$ cat src/rtl/alu_decode.sv
// alu_decode: registered MIPS instruction decode stage feeding the ALU.
// The combinational decode is captured into an output register (OR), with a
// one-entry skid register (SR) behind it so that in_ready can be a flop.
module alu_decode (
  input  logic        clk,
  input  logic        reset,
  input  logic        flush,
  input  logic        in_valid,
  output logic        in_ready,
  input  logic [31:0] in_instr,
  output logic        out_valid,
  input  logic        out_ready,
  output logic [5:0]  func_out,
  output logic        upper_out,
  output logic [31:0] imm_out,
  output logic        b_sel_imm,
  output logic        a_sel_shamt,
  output logic [4:0]  rs_out,
  output logic [4:0]  rt_out,
  output logic [4:0]  dest_out,
  output logic        reg_write,
  output logic        illegal
);

  typedef struct packed {
    logic [5:0]  func;
    logic        upper;
    logic [31:0] imm;
    logic        bsel;
    logic        asel;
    logic [4:0]  rs;
    logic [4:0]  rt;
    logic [4:0]  dest;
    logic        rw;
    logic        ill;
  } dec_t;

  localparam logic [5:0] OP_RTYPE  = 6'd0;
  localparam logic [5:0] OP_REGIMM = 6'd1;
  localparam logic [5:0] OP_J      = 6'd2;
  localparam logic [5:0] OP_JAL    = 6'd3;
  localparam logic [5:0] OP_BEQ    = 6'd4;
  localparam logic [5:0] OP_BNE    = 6'd5;
  localparam logic [5:0] OP_BLEZ   = 6'd6;
  localparam logic [5:0] OP_BGTZ   = 6'd7;
  localparam logic [5:0] OP_ADDI   = 6'd8;
  localparam logic [5:0] OP_ADDIU  = 6'd9;
  localparam logic [5:0] OP_SLTI   = 6'd10;
  localparam logic [5:0] OP_SLTIU  = 6'd11;
  localparam logic [5:0] OP_ANDI   = 6'd12;
  localparam logic [5:0] OP_ORI    = 6'd13;
  localparam logic [5:0] OP_XORI   = 6'd14;
  localparam logic [5:0] OP_LUI    = 6'd15;
  localparam logic [5:0] OP_LW     = 6'd35;
  localparam logic [5:0] OP_SW     = 6'd43;

  dec_t        dec_s;
  dec_t        or_q, or_d, sr_q, sr_d;
  logic        or_valid_q, or_valid_d;
  logic        sr_valid_q, sr_valid_d;
  logic        in_ready_q, in_ready_d;
  logic        accept_s, drain_s;
  logic [5:0]  op_s, funct_s;
  logic [31:0] simm_s, zimm_s;

  assign op_s    = in_instr[31:26];
  assign funct_s = in_instr[5:0];
  assign simm_s  = {{16{in_instr[15]}}, in_instr[15:0]};
  assign zimm_s  = {16'h0000, in_instr[15:0]};

  // Decode the incoming instruction word into ALU controls.
  always_comb begin
    dec_s       = '0;
    dec_s.imm   = simm_s;
    dec_s.rs    = in_instr[25:21];
    dec_s.rt    = in_instr[20:16];
    dec_s.dest  = in_instr[15:11];
    case (op_s)
      OP_RTYPE: begin
        case (funct_s)
          6'h20, 6'h21, 6'h22, 6'h23, 6'h24, 6'h25, 6'h26, 6'h27,
          6'h2A, 6'h2B: begin dec_s.func = funct_s; dec_s.rw = 1'b1; end
          6'h00: begin dec_s.func = 6'b110000; dec_s.asel = 1'b1; dec_s.rw = 1'b1; end
          6'h02: begin dec_s.func = 6'b110001; dec_s.asel = 1'b1; dec_s.rw = 1'b1; end
          6'h03: begin dec_s.func = 6'b110011; dec_s.asel = 1'b1; dec_s.rw = 1'b1; end
          6'h04: begin dec_s.func = 6'b110000; dec_s.rw = 1'b1; end
          6'h06: begin dec_s.func = 6'b110001; dec_s.rw = 1'b1; end
          6'h07: begin dec_s.func = 6'b110011; dec_s.rw = 1'b1; end
          6'h08: dec_s.func = 6'b111011;
          6'h09: begin dec_s.func = 6'b111011; dec_s.rw = 1'b1; end
          6'h19: dec_s.func = 6'b010000;
          6'h1B: dec_s.func = 6'b011000;
          default: dec_s.ill = 1'b1;
        endcase
      end
      OP_REGIMM: begin
        case (in_instr[20:16])
          5'd0:    dec_s.func = 6'b111000;
          5'd1:    dec_s.func = 6'b111001;
          default: dec_s.ill = 1'b1;
        endcase
      end
      OP_J, OP_JAL: begin
        dec_s.func = 6'b111010;
        dec_s.imm  = {6'b000000, in_instr[25:0]};
        if (op_s == OP_JAL) begin
          dec_s.dest = 5'd31;
          dec_s.rw   = 1'b1;
        end else begin
          dec_s.rw   = 1'b0;
        end
      end
      OP_BEQ:  dec_s.func = 6'b111100;
      OP_BNE:  dec_s.func = 6'b111101;
      OP_BLEZ: dec_s.func = 6'b111110;
      OP_BGTZ: dec_s.func = 6'b111111;
      OP_ADDI, OP_ADDIU, OP_SLTI, OP_SLTIU, OP_LW, OP_SW: begin
        case (op_s)
          OP_ADDI:  dec_s.func = 6'b100000;
          OP_SLTI:  dec_s.func = 6'b101010;
          OP_SLTIU: dec_s.func = 6'b101011;
          default:  dec_s.func = 6'b100001;
        endcase
        dec_s.bsel = 1'b1;
        dec_s.dest = in_instr[20:16];
        dec_s.rw   = (op_s != OP_SW);
      end
      OP_ANDI, OP_ORI, OP_XORI, OP_LUI: begin
        case (op_s)
          OP_ANDI: dec_s.func = 6'b100100;
          OP_ORI:  dec_s.func = 6'b100101;
          OP_XORI: dec_s.func = 6'b100110;
          default: begin dec_s.func = 6'b100001; dec_s.upper = 1'b1; dec_s.rs = 5'd0; end
        endcase
        dec_s.imm  = zimm_s;
        dec_s.bsel = 1'b1;
        dec_s.dest = in_instr[20:16];
        dec_s.rw   = 1'b1;
      end
      default: dec_s.ill = 1'b1;
    endcase
    // Writes to $zero are never performed; illegal words never write.
    if (dec_s.ill || (dec_s.dest == 5'd0)) begin
      dec_s.rw = 1'b0;
    end else begin
      dec_s.rw = dec_s.rw;
    end
    if (dec_s.ill) begin
      dec_s.func = 6'b000000;
    end else begin
      dec_s.func = dec_s.func;
    end
  end

  // Flush drops any same-cycle accept; SR full implies in_ready is low.
  assign accept_s = in_valid && in_ready_q && !flush;
  assign drain_s  = or_valid_q && out_ready;

  // Next-state of the output and skid registers.
  always_comb begin
    or_d       = or_q;
    sr_d       = sr_q;
    or_valid_d = or_valid_q;
    sr_valid_d = sr_valid_q;
    if (flush) begin
      or_valid_d = 1'b0;
      sr_valid_d = 1'b0;
    end else if (!or_valid_q || drain_s) begin
      if (sr_valid_q) begin
        // in_ready was low, so no accept can coincide with this refill
        or_d       = sr_q;
        or_valid_d = 1'b1;
        sr_valid_d = 1'b0;
      end else if (accept_s) begin
        or_d       = dec_s;
        or_valid_d = 1'b1;
      end else begin
        or_valid_d = 1'b0;
      end
    end else begin
      if (accept_s) begin
        sr_d       = dec_s;
        sr_valid_d = 1'b1;
      end else begin
        sr_valid_d = sr_valid_q;
      end
    end
    in_ready_d = !sr_valid_d;
  end

  // State registers; reset outranks flush.
  always_ff @(posedge clk) begin
    if (reset) begin
      or_q       <= '0;
      sr_q       <= '0;
      or_valid_q <= 1'b0;
      sr_valid_q <= 1'b0;
      in_ready_q <= 1'b1;
    end else begin
      or_q       <= or_d;
      sr_q       <= sr_d;
      or_valid_q <= or_valid_d;
      sr_valid_q <= sr_valid_d;
      in_ready_q <= in_ready_d;
    end
  end

  assign in_ready    = in_ready_q;
  assign out_valid   = or_valid_q;
  assign func_out    = or_q.func;
  assign upper_out   = or_q.upper;
  assign imm_out     = or_q.imm;
  assign b_sel_imm   = or_q.bsel;
  assign a_sel_shamt = or_q.asel;
  assign rs_out      = or_q.rs;
  assign rt_out      = or_q.rt;
  assign dest_out    = or_q.dest;
  assign reg_write   = or_q.rw;
  assign illegal     = or_q.ill;

endmodule

$ cat config.mk
export PLATFORM = sky130hd
export DESIGN_NAME = alu_decode
export DESIGN_NICKNAME = d
export VERILOG_FILES = /design/src/rtl/alu_decode.sv
export SDC_FILE = /design/constraint.sdc
export NUM_CORES = 1
export LEC_CHECK = 0
export ABC_AREA = 1
export CAP_MARGIN = 10
export CORE_MARGIN = 2
export CORE_UTILIZATION = 45
export CTS_CLUSTER_SIZE = 14
export DETAILED_ROUTE_END_ITERATION = 16
export PLACE_DENSITY = 0.84
export SLEW_MARGIN = 20
export SYNTH_ARGS = -nofsm -noshare
export SYNTH_HDL_FRONTEND = slang
export SYNTH_SLANG_ARGS = --single-unit
$ cat constraint.sdc
create_clock -name clk -period 1.6 [get_ports clk]
set_input_delay 0.16 -clock clk [delete_from_list [all_inputs] [get_ports clk]]
set_output_delay 0.16 -clock clk [all_outputs]
set_load 0.05 [all_outputs]
# Yosys cells after proc, flatten, opt, wreduce, memory -nomap -nowiden
# Index checks and enable logic that the tools add are counted.
# totals
regBits	119
input_bits	37
# op_classes
eq_ne	38
muxes	30
bitwise_logic	2
reduce_logical	31
# ops
cell	count
$mux 58	2
$eq 6x6->1 const B	12
$pmux 32 s2	1
$eq 6x4->1 const B	10
$pmux 6 s9	1
$eq 6x3->1 const B	7
$pmux 6 s7	1
$eq 6x2->1 const B	4
$reduce_or 10->1	2
$reduce_or 20->1	1
$reduce_or 17->1	1
$reduce_or 16->1	1
$mux 1	15
$mux 5	3
$reduce_or 2->1	7
$eq 6x5->1 const B	2
$logic_not 6->1	2
$pmux 4 s3	1
$pmux 6 s2	1
$logic_not 5->1	2
$pmux 5 s2	1
$pmux 3 s3	1
$eq 6x1->1 const B	1
$mux 6	1
13 further kinds	21

# Depth between registers and ports, before layout
# Gate-level depths: netlist of the first run.
# logic_depth
word_depth	8
mapped_depth	14

# Worst setup path after synthesis of the first run
# Ideal clock, no wire load.
# synth_path
path_type	reg2reg
startpoint	register or_valid_q, in the netlist out_valid
endpoint	register sr_q[0] (netlist bit)
arrival_ns	1.729
slack_ns	-0.244
stages_incl_launch_ff	10
path_buffers	2
path_cell_list	dfxtp_1 -> inv_1 -> nor2_1 -> inv_1 -> nor2_1 -> inv_1 -> clkbuf_1 -> buf_2 -> o21ai_0 -> inv_1
# synth_via
elab_chain_cells	4
word_cells_on_any_way	5
cone_classes	bitwise (1); reduce/logical (4)
# synth_rtl
item	line_no	text
start, declared	59	logic or_valid_q, or_valid_d;
start signal, assigned	202	or_valid_q <= or_valid_d;
$logic_not 1->1 or $logic_and 1x1->1 (tied branches)	168, 157	
$logic_or 1x1->1 (*)	168	end else if (!or_valid_q || drain_s) begin
$not 1->1 (no source line) (*)	--	
$reduce_and 3->1 (no source line) (*)	--	
end signal, assigned	201	sr_q <= sr_d;
end, declared	58	dec_t or_q, or_d, sr_q, sr_d;
# Mark *: on every way between the ends. The rest lies on a longest branch, timed or not.
# A chain may end at the register's enable or synchronous reset.

# Worst setup path in the final report of the first run
# layout_path
startpoint	register in_ready_q, in the netlist in_ready
endpoint	register or_q, in the netlist illegal
# layout_via
elab_chain_cells	4
# layout_rtl
item	line_no	text
start, declared	61	logic in_ready_q, in_ready_d;
start signal, assigned	204	in_ready_q <= in_ready_d;
$logic_and 1x1->1 (2 in a row)	156	assign accept_s = in_valid && in_ready_q && !flush;
$reduce_bool 2->1 (no source line)	--	
$reduce_and 3->1 (no source line)	--	
end signal, assigned	200	or_q <= or_d;
end, declared	58	
# No other way between the ends.

==> summary.md, run 1 <==
| Metric | Value |
|---|---|
| Status | finished, final reports clean |
| CTS sink cnt | approximately 110 |
| N_diodes | 0 |
| Worst Max-Slew Pin Slew | between 0.4 and 0.5 ns |
| Min-delay src | in_instr[27] |
| Async set-or-reset flop fraction in the synthesized netlist | 0 |
| Power per cell area | around 900 nW/µm² |
| CTS HTree Levels | 3 |
| Grt ovf | 0 |
| Nets@finish | around 890 |
| Setup crit end | illegal$_SDFFE_PP0P_ |
| First-pass GRT wire length | around 24 mm |
| Synth Cell Area | just over 5000 µm² |
| Syn Inst Count | roughly 720 |
| Stages on worst setup path | 9 |
| CTS Buf Count | 9 |
| Share of cells above drive strength 1 | 0.237 |
| Post-synthesis sequential area ratio | 0.431 |
| Clock transition at path regs | ~0.070 ns |
| Overall Power | 6.27 mW |
| PortBufs | 96 |
| Clk buf depth | 2 |
| Delay of the slowest critical-path stage | between 0.3 and 0.4 ns |
| DRC viols | 0 |
| Setup repair after global routing missed its margin | yes |
| CTS tree | built |
| Cell Rows | 38 |
| Total track usage | 0.249 |
| Die area | ~12000 µm² |
| Post-Route Skew | roughly 0.0047 ns |
| Post-DRT Antenna Nets | 0 |
| I/O Pins | between 90 and 100 |
| DR vias | approximately 5400 |
| GP Congestion | a little over 0.9 |
| Vias in the first global route | approximately 4900 |
| Leakage | approximately 3.4 nW |
| Core area | approximately 11000 µm² |
| Drt first pass iters | 6 |
| Final hold vios | 0 |
| Headroom to the max-slew limit | 0.680 |
| Post-Route WL | ~15 mm |
| Die X | around 110 µm |
| Maximum vdd drop | approximately 0.62 mV |
| Top delay family on crit path | buffers and inverters |
| Drt via density | roughly 5.4 |
| Area Growth Syn to Fin | 37.5% |
| Reg2reg end | illegal$_SDFFE_PP0P_ |
| Initial antenna violation count | 0 |
| Ys Warns | 0 |
| 1st-iter DRT viols | 466 |
| DIE HEIGHT | around 110 µm |
| Worst Path Buf+Inv | 4 |
| Worst-path fanout max | 8 |
| Slowest-stage cell, CP | dfxtp_2 |
| Syn nets | 753 |
| R2r worst-path depth | 9 |
| Unique masters post-synth | 35 |
| Largest net degree at the start of global routing | 60 |
| Register-to-register setup slack | just over 0.07 ns |
| Setup-failing EPs final | 0 |
| Synth Register Bits | ~110 |
| DR WL/cell | 15.3 µm |
| Setup TNS | 0 ns |
| Post-synth EDFFs | 0 |
| Initial Utilization | 0.463 |
| Critical Path RT | approximately 1.8 ns |
| Max_cap viols | 0 |
| HPWL after detailed placement | 9.73 mm |
| CTS Root Cell | clkbuf_16 |
| Hold Crit Class | in2reg |
| Setup CP Type | reg2reg |
| Achievable Freq | 655 MHz |
| Crit path from | in_ready$_SDFF_PP1_ |
| Synth Flop Type | dfxtp_1 |
| Syn avg cell area | between 7 and 8 µm² |
| Reg2reg start | in_ready$_SDFF_PP1_ |
| Period minus WS final | approximately 1.5 ns |
| Final Max Tran Viols | 0 |
| Clk_lat worst skew | ~0.35 ns |
| Crit-path cells | nand3_2 > inv_2 > nor2_4 > nor3_4 > inv_2 > buf_12 > buf_4 > a21oi_1 > a21oi_1 |
| Worst EP arrival | approximately 1.8 ns |
| Final period utilization | 0.955 |
| Crit. End Element | register |
| CP Launch Type | register |
## timing repair
action	in CTS	in global routing
setup endpoints to repair	9	64
hold buffers	0	0
pin swaps	1	7
setup buffers	0	3
cloned	0	2
gates resized for setup	6	31
## registers in the layout, indices dropped and copies added (netlist names), 5 cells and up
| signal | cells |
|---|---|
| func_out | 6 |
| imm_out | 27 |
| rs_out | 5 |
| sr_q | 53 |
| rt_out | 5 |
| dest_out | 5 |
## metal layers
metal | wire, µm | up-vias | global-route usage | share of wire
li1 | - | 2621 | - | -
met1 | 6490 | 2476 | 0.317 | 0.43
met2 | 7420 | 222 | 0.432 | 0.49
met3 | 945 | 34 | 0.0376 | 0.062
met4 | 356 | 0 | 0.0848 | 0.023
met5 | 0 | - | 0 | 0
## report_power, final
part / switching, mW / internal, mW / total [mW]
Clock: 1.05 / 1.27 / 2.32
Combinational: 0.685 / 0.422 / 1.11
Sequential: 0.0482 / 2.79 / 2.84
Total: 1.78 / 4.49 / 6.27
## worst register-to-register path, delay by kind of cell, from the launching register on
family | cells | cell delay (ns)
simple gates | 3 | 0.38
compound gates | 2 | 0.22
buf+inv | 4 | 0.49
flops | 1 | 0.33
## final cells by class
type / count / area, µm²
timing repair buffer: 174 / 1560
clock buffer: 10 / 239
sequential: 109 / 2190
clock inverter: 6 / 71.3
fill: 904 / 3970
tap: 140 / 175
multi-input combinational: 473 / 2420
inverter: 82 / 313
## worst min path at each step
stage	endpoint	slack, ns	depth (start not counted)
4_1_cts	imm_out[8]$_SDFFE_PP0P_	0.41	3
3_5_place_dp	imm_out[13]$_SDFFE_PP0P_	0.46	2
2_1_floorplan	sr_q[21]$_SDFFE_PP0P_	0.29	2
3_3_place_gp	imm_out[15]$_SDFFE_PP0P_	0.45	2
5_1_grt	func_out[2]$_SDFFE_PP0P_	0.43	6
6_report	func_out[2]$_SDFFE_PP0P_	0.39	6
## Yosys cell counts (2+ instances only)
cell type | count | area [µm²]
nor2_2 | 4 | 25.0
a21oi_1 | 86 | 430
clkbuf_1 | 29 | 109
buf_6 | 2 | 22.5
nand2_1 | 111 | 417
o211ai_1 | 8 | 60.1
nor2_4 | 4 | 45.0
buf_1 | 4 | 15.0
a31oi_1 | 22 | 138
inv_1 | 81 | 304
nor2_1 | 80 | 300
nand2_4 | 3 | 33.8
nor3_1 | 3 | 15.0
o21ai_1 | 3 | 15.0
nand4_1 | 9 | 56.3
dfxtp_1 | 109 | 2180
buf_4 | 6 | 45.0
nand2_2 | 2 | 12.5
nand3_1 | 9 | 45.0
buf_2 | 11 | 55.1
o21ai_0 | 109 | 546
o21ai_2 | 8 | 70.1
## placed cells by master, fill, tap and decap left out, drive strengths merged, types with 2 or more instances in the layout
cell / synthesis / layout
o211ai: 8 / 8
nand4: 9 / 9
clkdlybuf4s50: 0 / 30
clkbuf: 29 / 12
a31oi: 22 / 22
nand3: 11 / 11
nor2: 88 / 88
dfxtp: 109 / 109
nand2: 116 / 116
buf: 23 / 135
a21oi: 87 / 87
nor3: 4 / 4
inv: 81 / 82
dlymetal6s2s: 0 / 5
clkinv: 1 / 4
o21ai: 120 / 120
dlygate4sd2: 0 / 2
## stage by stage
step	cells	hold WS [ns]	worst slack [ns]	utilization	area (µm²)
2_1_floorplan	716	0.295	0.0331	-	5070
3_3_place_gp	974	0.453	-0.349	0.593	6480
3_5_place_dp	974	0.459	-0.377	0.593	6480
4_1_cts	990	0.414	-0.0213	0.623	6820
5_1_grt	994	0.434	-0.0260	0.637	6970
6_report	994	0.393	0.0724	0.637	6970
## cell families after synthesis
family	count (synthesis)	synth area share
buf+inv	134	0.110
compound gates	244	0.263
simple gates	229	0.196
flops	109	0.431
Note: power is estimated with default switching activity, not from simulation.
==> inputs of run 2 (changes only) <==
--- a/config.mk
+++ b/config.mk
@@ -11,7 +11,7 @@
 export CORE_UTILIZATION = 45
 export CTS_CLUSTER_SIZE = 14
 export DETAILED_ROUTE_END_ITERATION = 16
-export PLACE_DENSITY = 0.84
+export PLACE_DENSITY_LB_ADDON = 0.3
 export SLEW_MARGIN = 20
 export SYNTH_ARGS = -nofsm -noshare
 export SYNTH_HDL_FRONTEND = slang
==> summary.md, run 2 (same netlist as run 1, synthesis figures left out) <==
| Metric | Value |
|---|---|
| CTS Buf Count | 9 |
| Drt via density | roughly 5.3 |
| Overall Power | slightly above 6 mW |
| DRC viols | 0 |
| Total track usage | 0.255 |
| 1st-iter DRT viols | 506 |
| CP Launch Type | input pin |
| GP Congestion | approximately 0.87 |
| Maximum vdd drop | between 0.4 and 0.5 mV |
| Post-DRT Antenna Nets | 0 |
| First-pass GRT wire length | between 20 and 25 mm |
| Setup TNS | 0 ns |
| Die X | 110 µm |
| Largest Register | sr_q |
| CTS HTree Levels | 3 |
| I/O Pins | 97 |
| Initial antenna violation count | 0 |
| Clk buf depth | 2 |
| Drt first pass iters | 7 |
| Busiest grt layer | met2 |
| Psw | about 1.7 mW |
| Crit. End Element | register |
| Final period utilization | 0.975 |
| Register-to-register setup slack | around 0.10 ns |
| Final Max Tran Viols | 0 |
| Clock power frac | 0.366 |
| Met1 Use GR | 0.325 |
| PortBufs | between 90 and 100 |
| Clock transition at path regs | 0.07 ns |
| Max reg flops | 53 |
| Worst-path fanout max | 2 |
| Area Growth Syn to Fin | 38.5% |
| GRT met2 Usage | 0.441 |
| Post-Route Skew | approximately 0.007 ns |
| Clk_lat worst skew | roughly 0.35 ns |
| Power per cell area | between 800 and 900 nW/µm² |
| Reg2reg start | out_valid$_SDFFE_PP0P_ |
| Reg2reg end | sr_q[12]$_SDFFE_PP0P_ |
| Share of cells above drive strength 1 | 0.248 |
| Fillers | 950 |
| Headroom to the max-slew limit | 0.687 |
| Switching Share | 0.280 |
| Grt ovf | 0 |
| R2r worst-path depth | 8 |
| Pint | 4.48 mW |
| Critical Path RT | approximately 1.8 ns |
| Flop pwr share | 0.457 |
| DIE HEIGHT | 110 µm |
| Final hold vios | 0 |
| Period minus WS final | roughly 1.6 ns |
| Setup CP Type | in2reg |
| HPWL after detailed placement | 10.3 mm |
| Core area | 10900 µm² |
| Status | finished, final reports clean |
| DR WL/cell | 15.4 µm |
| Cell Rows | 38 |
| Vias in the first global route | approximately 5000 |
| CTS Root Cell | clkbuf_16 |
| Worst Max-Slew Pin Slew | between 0.4 and 0.5 ns |
| Routing usage on met3 | 0.0423 |
| N_diodes | 0 |
| Most frequent cells in the layout | 139 x buf_4, 110 x nand2_1, 106 x dfxtp_1 |
| CTS hold repair buffers | 0 |
| Max_cap viols | 0 |
| DR vias | between 5000 and 6000 |
| Nets@finish | approximately 900 |
| Setup-failing EPs final | 0 |
| Worst EP arrival | around 1.8 ns |
| CTS tree | built |
| Most common cell after layout, fill and taps aside | buf_4 |
| Initial Utilization | 0.463 |
| Post-Route WL | between 15 and 20 mm |
| Leakage | between 3 and 4 nW |
| Die area | around 12000 µm² |
| Achievable Freq | ~640 MHz |
| CTS sink cnt | 109 |
| Hold Crit Class | in2reg |
| Crit path from | in_instr[0] |
| Largest net degree at the start of global routing | 60 |
| Setup crit end | reg_write$_SDFFE_PP0P_ |
| Gate power share | 0.178 |
## run 2: repair_timing
action / in CTS / in global routing
pin swaps: 1 / 6
resized for setup: 4 / 37
cloned: 0 / 1
setup buffers: 0 / 7
setup endpoints to repair: 22 / 87
## run 2: cell type report
cell class | instances | area [µm²] | share of cell area
sequential | 109 | 2190 | 0.312
inverter | 82 | 313 | 0.0446
timing repair buffer | 186 | 1610 | 0.230
clock buffer | 13 | 250 | 0.0357
multi-input combinational | 473 | 2430 | 0.347
tap | 140 | 175 | 0.0250
clock inverter | 3 | 43.8 | 0.00624
## run 2: power by group through the flow
stage | Sequential (mW) | Clock, mW | Combinational, mW
CTS | 2.84 | 2.30 | 1.07
detailed placement | 2.90 | 0 | 1.07
global placement | 2.90 | 0 | 1.06
floorplan | 3.14 | 0 | 0.365
global route | 2.85 | 2.38 | 1.19
finish | 2.84 | 2.27 | 1.11
## run 2: worst max-delay path, stage by stage
cell,delay [ns]
clkdlybuf4s50_1,0.51
inv_1,0.07
o21ai_0,0.40
o211ai_1,0.15
nand2_1,0.12
nand3b_1,0.09
nand2_1,0.10
nand2_1,0.05
nand2_1,0.10
a21oi_2,0.06
## run 2: worst min path at each step
stage	from	to	slack [ns]	cells past startpoint
global route	in_instr[6]	imm_out[6]$_SDFFE_PP0P_	0.43	3
detailed placement	sr_q[7]$_SDFFE_PP0P_	rt_out[0]$_SDFFE_PP0P_	0.46	2
global placement	sr_q[51]$_SDFFE_PP0P_	sr_q[51]$_SDFFE_PP0P_	0.45	2
floorplan	in_instr[2]	sr_q[21]$_SDFFE_PP0P_	0.29	2
CTS	in_instr[6]	imm_out[6]$_SDFFE_PP0P_	0.41	3
finish	in_instr[10]	imm_out[10]$_SDFFE_PP0P_	0.41	3
## run 2: routing by layer
metal	share of wire	routed length (µm)
met5	0	0
met4	0.016	252
met3	0.061	940
met2	0.49	7540
met1	0.44	6760
## run 2: stage by stage
step	setup WS (ns)	std cells	hold slack (ns)	util	instance area, µm²
global route	-0.0455	1006	0.433	0.641	7010
detailed placement	-0.460	982	0.459	0.596	6520
floorplan	0.0331	716	0.295	-	5070
global placement	-0.374	982	0.454	0.596	6520
CTS	-0.0415	998	0.412	0.623	6820
finish	0.0393	1006	0.407	0.641	7010
